[config.mk]
export PLATFORM = sky130hd
export DESIGN_NAME = idex_stage_reg
export DESIGN_NICKNAME = d
export VERILOG_FILES = /design/src/rtl/idex_stage_reg_pkg.sv /design/src/rtl/idex_stage_reg_load_use_detect.sv /design/src/rtl/idex_stage_reg.sv
export SDC_FILE = /design/constraint.sdc
export NUM_CORES = 1
export LEC_CHECK = 0
export ABC_CLOCK_PERIOD_IN_PS = 2300
export CORE_MARGIN = 10
export CORE_UTILIZATION = 30
export CTS_BUF_LIST = sky130_fd_sc_hd__clkbuf_4 sky130_fd_sc_hd__clkbuf_8
export DETAILED_ROUTE_END_ITERATION = 8
export PLACE_DENSITY = 0.68
export SETUP_SLACK_MARGIN = 0.05
export SYNTH_ARGS = -nofsm -noshare
export SYNTH_HDL_FRONTEND = slang
export SYNTH_SLANG_ARGS = --single-unit
[constraint.sdc]
create_clock -name clk -period 2.3 [get_ports clk]
set_clock_uncertainty 0.15 [all_clocks]
set_input_delay 0.575 -clock clk [delete_from_list [all_inputs] [get_ports clk]]
set_output_delay 0.575 -clock clk [all_outputs]
set_load 0.01 [all_outputs]
[src/rtl/idex_stage_reg_pkg.sv]
// Shared pipeline definitions: register-zero specifier, ALU op classes and the
// control bundle that ID/EX carries, including its all-zero bubble value.
package idex_stage_reg_pkg;

  localparam logic [4:0] REG_ZERO = 5'd0;
  localparam int         ALUOP_W  = 2;

  typedef enum logic [ALUOP_W-1:0] {
    ALUOP_ADD   = 2'b00,
    ALUOP_SUB   = 2'b01,
    ALUOP_FUNCT = 2'b10,
    ALUOP_IMM   = 2'b11
  } aluop_e;

  typedef struct packed {
    logic   regwrite;
    logic   memread;
    logic   memwrite;
    logic   memtoreg;
    logic   alusrc;
    logic   regdst;
    aluop_e aluop;
  } ctrl_t;

  localparam ctrl_t CTRL_BUBBLE = '{
    regwrite: 1'b0,
    memread:  1'b0,
    memwrite: 1'b0,
    memtoreg: 1'b0,
    alusrc:   1'b0,
    regdst:   1'b0,
    aluop:    ALUOP_ADD
  };

endpackage

[src/rtl/idex_stage_reg_load_use_detect.sv]
// Flags a load in EX whose destination is read by the instruction in ID.
// Rs and Rt are both compared regardless of whether ID actually reads Rt.
module load_use_detect
  import idex_stage_reg_pkg::*;
(
  input  logic       idex_valid,
  input  logic       idex_memread,
  input  logic [4:0] idex_rt,
  input  logic       id_valid,
  input  logic [4:0] id_rs,
  input  logic [4:0] id_rt,
  output logic       hz
);

  assign hz = idex_valid & idex_memread & (idex_rt != REG_ZERO) & id_valid &
              ((idex_rt == id_rs) | (idex_rt == id_rt));

endmodule

[src/rtl/idex_stage_reg.sv]
// ID/EX pipeline register with load-use stall, branch flush, EX hold and a
// saturating count of load-use bubbles.
module idex_stage_reg
  import idex_stage_reg_pkg::*;
#(
  parameter int DATA_W = 32,
  parameter int CNT_W  = 16
) (
  input  logic              clk,
  input  logic              rst,
  input  logic              id_valid,
  input  logic [4:0]        id_rs,
  input  logic [4:0]        id_rt,
  input  logic [4:0]        id_rd,
  input  logic [DATA_W-1:0] id_rdata1,
  input  logic [DATA_W-1:0] id_rdata2,
  input  logic [DATA_W-1:0] id_imm,
  input  logic              id_regwrite,
  input  logic              id_memread,
  input  logic              id_memwrite,
  input  logic              id_memtoreg,
  input  logic              id_alusrc,
  input  logic              id_regdst,
  input  logic [1:0]        id_aluop,
  input  logic              flush,
  input  logic              ex_hold,
  output logic              idex_valid,
  output logic [4:0]        idex_rs,
  output logic [4:0]        idex_rt,
  output logic [4:0]        idex_rd,
  output logic [DATA_W-1:0] idex_rdata1,
  output logic [DATA_W-1:0] idex_rdata2,
  output logic [DATA_W-1:0] idex_imm,
  output logic              idex_regwrite,
  output logic              idex_memread,
  output logic              idex_memwrite,
  output logic              idex_memtoreg,
  output logic              idex_alusrc,
  output logic              idex_regdst,
  output logic [1:0]        idex_aluop,
  output logic              stall,
  output logic [CNT_W-1:0]  stall_count
);

  function automatic logic [CNT_W-1:0] sat_inc(input logic [CNT_W-1:0] v);
    return (&v) ? v : v + {{(CNT_W-1){1'b0}}, 1'b1};
  endfunction

  logic                     valid_q,  valid_d;
  logic [4:0]               rs_q,     rs_d;
  logic [4:0]               rt_q,     rt_d;
  logic [4:0]               rd_q,     rd_d;
  logic signed [DATA_W-1:0] rdata1_q, rdata1_d;
  logic signed [DATA_W-1:0] rdata2_q, rdata2_d;
  logic signed [DATA_W-1:0] imm_q,    imm_d;
  ctrl_t                    ctrl_q,   ctrl_d;
  logic [CNT_W-1:0]         cnt_q,    cnt_d;
  ctrl_t                    id_ctrl;
  logic                     hz;

  assign id_ctrl = '{
    regwrite: id_regwrite,
    memread:  id_memread,
    memwrite: id_memwrite,
    memtoreg: id_memtoreg,
    alusrc:   id_alusrc,
    regdst:   id_regdst,
    aluop:    aluop_e'(id_aluop)
  };

  load_use_detect u_detect (
    .idex_valid   (valid_q),
    .idex_memread (ctrl_q.memread),
    .idex_rt      (rt_q),
    .id_valid     (id_valid),
    .id_rs        (id_rs),
    .id_rt        (id_rt),
    .hz           (hz)
  );

  // A flushed ID instruction is dropped rather than replayed, so flush masks the hazard stall.
  assign stall = ~rst & (ex_hold | (hz & ~flush));

  always_comb begin
    valid_d  = valid_q;
    rs_d     = rs_q;
    rt_d     = rt_q;
    rd_d     = rd_q;
    rdata1_d = rdata1_q;
    rdata2_d = rdata2_q;
    imm_d    = imm_q;
    ctrl_d   = ctrl_q;
    cnt_d    = cnt_q;
    if (!ex_hold) begin
      if (flush || hz) begin
        valid_d  = 1'b0;
        rs_d     = REG_ZERO;
        rt_d     = REG_ZERO;
        rd_d     = REG_ZERO;
        rdata1_d = '0;
        rdata2_d = '0;
        imm_d    = '0;
        ctrl_d   = CTRL_BUBBLE;
      end else begin
        valid_d  = id_valid;
        rs_d     = id_rs;
        rt_d     = id_rt;
        rd_d     = id_rd;
        rdata1_d = id_rdata1;
        rdata2_d = id_rdata2;
        imm_d    = id_imm;
        ctrl_d   = id_ctrl;
      end
      if (hz && !flush) cnt_d = sat_inc(cnt_q);
    end
  end

  // ID -> EX stage boundary
  always_ff @(posedge clk) begin
    if (rst) begin
      valid_q  <= 1'b0;
      rs_q     <= REG_ZERO;
      rt_q     <= REG_ZERO;
      rd_q     <= REG_ZERO;
      rdata1_q <= '0;
      rdata2_q <= '0;
      imm_q    <= '0;
      ctrl_q   <= CTRL_BUBBLE;
      cnt_q    <= '0;
    end else begin
      valid_q  <= valid_d;
      rs_q     <= rs_d;
      rt_q     <= rt_d;
      rd_q     <= rd_d;
      rdata1_q <= rdata1_d;
      rdata2_q <= rdata2_d;
      imm_q    <= imm_d;
      ctrl_q   <= ctrl_d;
      cnt_q    <= cnt_d;
    end
  end

  assign idex_valid    = valid_q;
  assign idex_rs       = rs_q;
  assign idex_rt       = rt_q;
  assign idex_rd       = rd_q;
  assign idex_rdata1   = rdata1_q;
  assign idex_rdata2   = rdata2_q;
  assign idex_imm      = imm_q;
  assign idex_regwrite = ctrl_q.regwrite;
  assign idex_memread  = ctrl_q.memread;
  assign idex_memwrite = ctrl_q.memwrite;
  assign idex_memtoreg = ctrl_q.memtoreg;
  assign idex_alusrc   = ctrl_q.alusrc;
  assign idex_regdst   = ctrl_q.regdst;
  assign idex_aluop    = ctrl_q.aluop;
  assign stall_count   = cnt_q;

endmodule

==> impl_metrics.env, run 1 <==
export IMPL_run_status="finished with violations"
export IMPL_violations="setup timing"
export IMPL_finalSetupTns_ps=-31010
export IMPL_critPathCaptureType="output pin"
export IMPL_layout_commonest_cell="clkdlybuf4s50_1"
export IMPL_ant_nets=0
export IMPL_pwr_density_cell_nw_per_um2=627
export IMPL_slew_violations=0
export IMPL_cts_tree="yes"
export IMPL_synth_nets=508
export IMPL_wirelength_mm=19.0
export IMPL_initial_core_util=0.304
export IMPL_die_area_um2=20600
export IMPL_gp_congestion=0.869
export IMPL_wl_met1_mm=7.18
export IMPL_ys_types=35
export IMPL_pin_count=261
export IMPL_crit_slowest_cell="or4_4"
export IMPL_syn_cell_area_um2=4590
export IMPL_hpwlAfterDp_mm=12.2
export IMPL_min_path_type="in -> reg"
export IMPL_route_met3_wl_mm=1.91
export IMPL_ys_ff_latch=136
export IMPL_synth_compound_area_share=0.263
export IMPL_core_rowCount=45
export IMPL_avgRoutedWirePerCell_um=20.8
export IMPL_synth_top_family_by_area="compound AO/OA/AOI/OAI gates"
export IMPL_synth_yosys_seq_area_share=0.593
export IMPL_drc=0
export IMPL_cts_hold_buf=0
export IMPL_syn_to_final_growth_pct=94.8
export IMPL_min_period_over_period=1.18
export IMPL_yosys_area_share_xor_xnor=0.0305
export IMPL_clock_sinks=136
export IMPL_drt_iter0_drc=188
export IMPL_core_area_um2=15100
export IMPL_setup_viol=136
export IMPL_grt_pass1_wl_mm=28.4
export IMPL_async_flop_share=0
export IMPL_grt_pass1_vias=4889
export IMPL_first_pass_iters=5
export IMPL_relSlewSlack=0.711
export IMPL_finalNonFillerCells=911
export IMPL_clk_latency_ps=440
export IMPL_netlist_instances=383
export IMPL_diodes=0
export IMPL_die_w_um=144
export IMPL_avgSynthCellArea_um2=12.0
export IMPL_vias=4526
export IMPL_final_cell_mix="clkdlybuf4s50_1 (241), dfxtp_1 (129), a22o_1 (120)"
export IMPL_slowest_delay_ps=550
export IMPL_period_minus_slack_ps=2700
export IMPL_grtUsageTotal=0.179
export IMPL_clockBufferDepth=2
export IMPL_layout_drive_gt1_share=0.191
export IMPL_route_top_layer_used="met4"
export IMPL_synth_ff_type="dfxtp_1"
export IMPL_placement_io_buffers=260
export IMPL_setup_ws_ps=-403
export IMPL_clock_root_buffer="clkbuf_8"
export IMPL_met2WireLength_mm=9.64
export IMPL_synth_edf_count=0
export IMPL_fmax_mhz=370
export IMPL_required_ps=1570
export IMPL_cap_violations=0
export IMPL_rsz0062_at_grt="true"
export IMPL_placed_cells=832
export IMPL_arrival_ps=1980
export IMPL_synth_adder_area_share=0.00273
export IMPL_vias_per_cell=4.97
export IMPL_grt_overflow_total=0
export IMPL_vdd_ir_drop_max_mv=0.309
export IMPL_fin_nets=835
export IMPL_post_place_ws_ps=-932
export IMPL_grt_max_degree=51
export IMPL_worstMarginPinSlew_ps=433
export IMPL_critPathMaxFanout=2
export IMPL_die_h_um=144
export IMPL_synthMuxAreaShare=0.00218
export IMPL_start_kind="register"
export IMPL_antenna_found_initial=0
export IMPL_yosysWarnings=0
export IMPL_crit_chain="or4_4 -> o2111ai_4 -> nor2b_4 -> a21oi_2 -> nor2_1 -> buf_2"
export IMPL_finalHoldViolations=0
export IMPL_numCtsBuffers=17
export IMPL_crit_type="reg -> out"
export IMPL_synth_simple_area_share=0.0736
export IMPL_clkTransAtPathRegs_ps=80
export IMPL_h_tree_depth=4
export IMPL_p_leak_nw=3.60
==> critical path, delay by kind of cell (launching register included) <==
kind,cells,cell delay [ps]
compound gates,2,400
simple gates,3,690
buf+inv,1,140
flops,1,330
==> power breakdown <==
group | switching, mW | internal [mW]
Combinational | 0.273 | 0.494
Clock | 0.946 | 1.41
Sequential | 0.0473 | 2.43
==> final timing paths <==
path         cells after the start              to  slack, ps         from
min reg2reg                      1     idex_imm[0]        330  idex_imm[0]
max reg2reg                     13  stall_count[4]       -400   idex_rt[4]
max                              6           stall       -400   idex_rt[1]
min                              2      idex_rs[3]        280     id_rs[3]
==> area by class of cell <==
| class | count | area [um^2] |
|---|---|---|
| Clock inverter | 10 | 190 |
| Clock buffer | 22 | 290 |
| Timing Repair Buffer | 336 | 3640 |
| Inverter | 2 | 7.51 |
| Multi-Input combinational cell | 217 | 1830 |
| Tap cell | 188 | 235 |
| Sequential cell | 136 | 2740 |
| Fill cell | 1225 | 6150 |
==> registers in the layout, summed over array words and instances (netlist names) <==
register       count
idex_aluop         2
idex_alusrc        1
idex_imm          32
idex_memread       1
idex_memtoreg      1
idex_memwrite      1
idex_rd            5
idex_rdata1       32
idex_rdata2       32
idex_regdst        1
idex_regwrite      1
idex_rs            5
idex_rt            5
idex_valid         1
stall_count       16
==> synth_stat cells, types with 2 or more instances <==
cell,n,share of area
inv_1,2,0.0016
or4_1,6,0.0098
nand4_1,2,0.0027
buf_4,11,0.018
o31ai_1,3,0.0049
buf_2,3,0.0033
a21oi_1,7,0.0076
nand2_1,7,0.0057
nor2b_1,4,0.0055
nand3_1,13,0.014
a22o_1,120,0.23
and3_1,5,0.0068
nor4_1,2,0.0027
clkbuf_1,15,0.012
dfxtp_1,136,0.59
xor2_1,6,0.011
nor2_1,12,0.0098
xnor2_1,10,0.019
o21ai_0,3,0.0033
==> repair_timing <==
item                       in CTS  in global routing
cloned                         18                  0
setup endpoints to repair     129                145
pin swaps                      71                 72
resized for setup              64                 39
buffers inserted               29                 11
==> metrics by stage <==
step | total power, mW | hold slack (ps) | cell area (um^2) | util
after detailed placement | 3.19 | 304 | 7580 | 0.502
after global placement | 3.18 | 305 | 7580 | 0.502
after global routing | 5.82 | 271 | 8940 | 0.592
after CTS | 5.69 | 328 | 8970 | 0.594
after floorplan | 2.74 | 353 | 4610 | -
final | 5.61 | 279 | 8940 | 0.592
==> cell families (layout without fill, tap and decap cells) <==
family          count (synthesis)  in the layout
mux                             1              1
xor+xnor                       16             16
compound gates                139            139
buf+inv                        31            370
simple gates                   59             60
flops                         136            136
fa+ha+maj                       1              1
==> metal layers <==
metal  vias up  global-route usage
met2       201               0.302
met5         -                   0
met1      2172               0.195
li1       2133                   -
met4         0              0.0505
met3        20              0.0891
No activity file was read; power rests on OpenSTA's default activity.
==> run 2: changes to the inputs <==
CORE_UTILIZATION = 35   (was 30)
PLACE_DENSITY = 0.77   (was 0.68)
RECOVER_POWER = 25   (was not set)
==> impl_metrics.env, run 2 (same netlist as run 1, synthesis figures left out) <==
export IMPL_run_status="finished with violations"
export IMPL_violations="setup timing"
export IMPL_critPathMaxFanout=3
export IMPL_arrival_ps=1950
export IMPL_worstMarginPinSlew_ps=466
export IMPL_layout_commonest_cell="clkdlybuf4s50_1"
export IMPL_gp_congestion=0.800
export IMPL_initial_core_util=0.361
export IMPL_clock_sinks=136
export IMPL_final_util=0.692
export IMPL_layout_drive_gt1_share=0.189
export IMPL_rsz0062_at_grt="true"
export IMPL_crit_type="reg -> out"
export IMPL_wirelength_mm=19.2
export IMPL_critPathCaptureType="output pin"
export IMPL_grt_max_degree=59
export IMPL_vdd_ir_drop_max_mv=0.505
export IMPL_fillers=934
export IMPL_hpwlAfterDp_mm=12.9
export IMPL_final_cell_mix="clkdlybuf4s50_1 (247), dfxtp_1 (129), a22o_1 (120)"
export IMPL_crit_chain="or4_4 -> o2111ai_4 -> nor2b_4 -> a21oi_2 -> nor2_1 -> buf_2"
export IMPL_die_w_um=135
export IMPL_avgRoutedWirePerCell_um=21.6
export IMPL_relSlewSlack=0.689
export IMPL_cts_tree="yes"
export IMPL_core_rowCount=41
export IMPL_whs_ps=297
export IMPL_cts_hold_buf=0
export IMPL_p_comb_frac=0.138
export IMPL_p_switching_mw=1.23
export IMPL_h_tree_depth=4
export IMPL_required_ps=1570
export IMPL_start_kind="register"
export IMPL_clk_latency_ps=420
export IMPL_numCtsBuffers=17
export IMPL_setup_viol=121
export IMPL_finalHoldViolations=0
export IMPL_slowest_delay_ps=520
export IMPL_grt_pass1_wl_mm=28.1
export IMPL_pwr_density_cell_nw_per_um2=623
export IMPL_clockPowerShare=0.409
export IMPL_min_period_over_period=1.16
export IMPL_clock_root_buffer="clkbuf_8"
export IMPL_fmax_mhz=374
export IMPL_clkTransAtPathRegs_ps=80
export IMPL_clockBufferDepth=2
export IMPL_placement_io_buffers=260
export IMPL_ant_nets=0
export IMPL_syn_to_final_growth_pct=91.7
export IMPL_vias_per_cell=5.16
export IMPL_setup_ws_ps=-376
export IMPL_grt_pass1_vias=4914
export IMPL_die_area_um2=18100
export IMPL_cpLargestDelayFamily="simple AND/OR/NAND/NOR gates"
export IMPL_seqPwrFrac=0.454
export IMPL_antenna_found_initial=1
export IMPL_p_leak_nw=3.44
export IMPL_crit_slowest_cell="or4_4"
export IMPL_netSwitchingFraction=0.225
export IMPL_die_h_um=135
export IMPL_grt_overflow_total=0
export IMPL_grtUsageTotal=0.197
export IMPL_pin_count=261
export IMPL_drc=0
export IMPL_fin_nets=825
export IMPL_min_path_type="in -> reg"
export IMPL_power_internal_mw=4.25
export IMPL_slew_violations=0
export IMPL_cap_violations=0
export IMPL_cp_buffers_inverters=1
export IMPL_core_area_um2=12700
export IMPL_period_minus_slack_ps=2680
export IMPL_vias=4570
export IMPL_drt_iter0_drc=303
export IMPL_first_pass_iters=4
-- run 2: cell types whose count changed in the layout (fill, tap and decap cells not counted), sizes merged --
cell           before  now
buf                77   64
dlygate4sd2         9    2
clkdlybuf4s50     241  247
clkinvlp            0    3
clkdlybuf4s25       0    2
dlymetal6s2s        9    7
bufbuf              0    1
clkbuf             22   23
diode               0    1
inv                 3    2
-- run 2: final timing paths --
check | from | to | depth (start not counted) | slack, ps
setup reg to reg | idex_rt[0] | idex_rd[3] | 11 | -230
setup / recovery | idex_rt[0] | stall | 6 | -380
hold / removal | id_rs[4] | idex_rs[4] | 2 | 300
hold reg to reg | idex_imm[19] | idex_imm[19] | 1 | 320
-- run 2: metrics by stage --
| stage | setup TNS (ps) | cell area [um^2] | power, mW | worst slack, ps | cells |
|---|---|---|---|---|---|
| 2_1_floorplan | 0 | 4610 | 2.74 | 9.32 | 383 |
| 3_3_place_gp | -55250 | 7600 | 3.18 | -888 | 821 |
| 3_5_place_dp | -60150 | 7600 | 3.20 | -908 | 821 |
| 4_1_cts | -22430 | 8580 | 5.49 | -427 | 876 |
| 5_1_grt | -31930 | 8800 | 5.68 | -469 | 886 |
| 6_report | -17810 | 8800 | 5.48 | -376 | 886 |
-- run 2: timing repair --
item / in CTS / in global routing
pin swaps: 13 / 106
gates resized for setup: 41 / 45
setup buffers: 13 / 13
gates cloned: 12 / 2
endpoints found under the setup margin: 131 / 133
-- run 2: final cells by class --
| cell class | count | area (um^2) | area share |
|---|---|---|---|
| Antenna cell | 1 | 2.50 | 0.000284 |
| Clock buffer | 20 | 256 | 0.0292 |
| Clock inverter | 12 | 200 | 0.0228 |
| Inverter | 2 | 7.51 | 0.000853 |
| Multi-Input combinational cell | 217 | 1870 | 0.212 |
| Sequential cell | 136 | 2740 | 0.312 |
| Tap cell | 172 | 215 | 0.0245 |
| Timing Repair Buffer | 326 | 3510 | 0.399 |
-- run 2: power by group through the flow --
| stage | Combinational [mW] | Clock, mW | Sequential (mW) |
|---|---|---|---|
| finish | 0.756 | 2.24 | 2.49 |
| global route | 0.798 | 2.39 | 2.49 |
| CTS | 0.745 | 2.26 | 2.49 |
| detailed placement | 0.661 | 0 | 2.54 |
| global placement | 0.649 | 0 | 2.54 |
| floorplan | 0.162 | 0 | 2.57 |
-- run 2: per-layer routing --
metal | vias to the layer above | GRT usage | share of wire
met5 | - | 0 | 0
met4 | 0 | 0.0695 | 0.023
met3 | 32 | 0.102 | 0.11
met2 | 222 | 0.333 | 0.50
met1 | 2216 | 0.205 | 0.37
li1 | 2100 | - | -
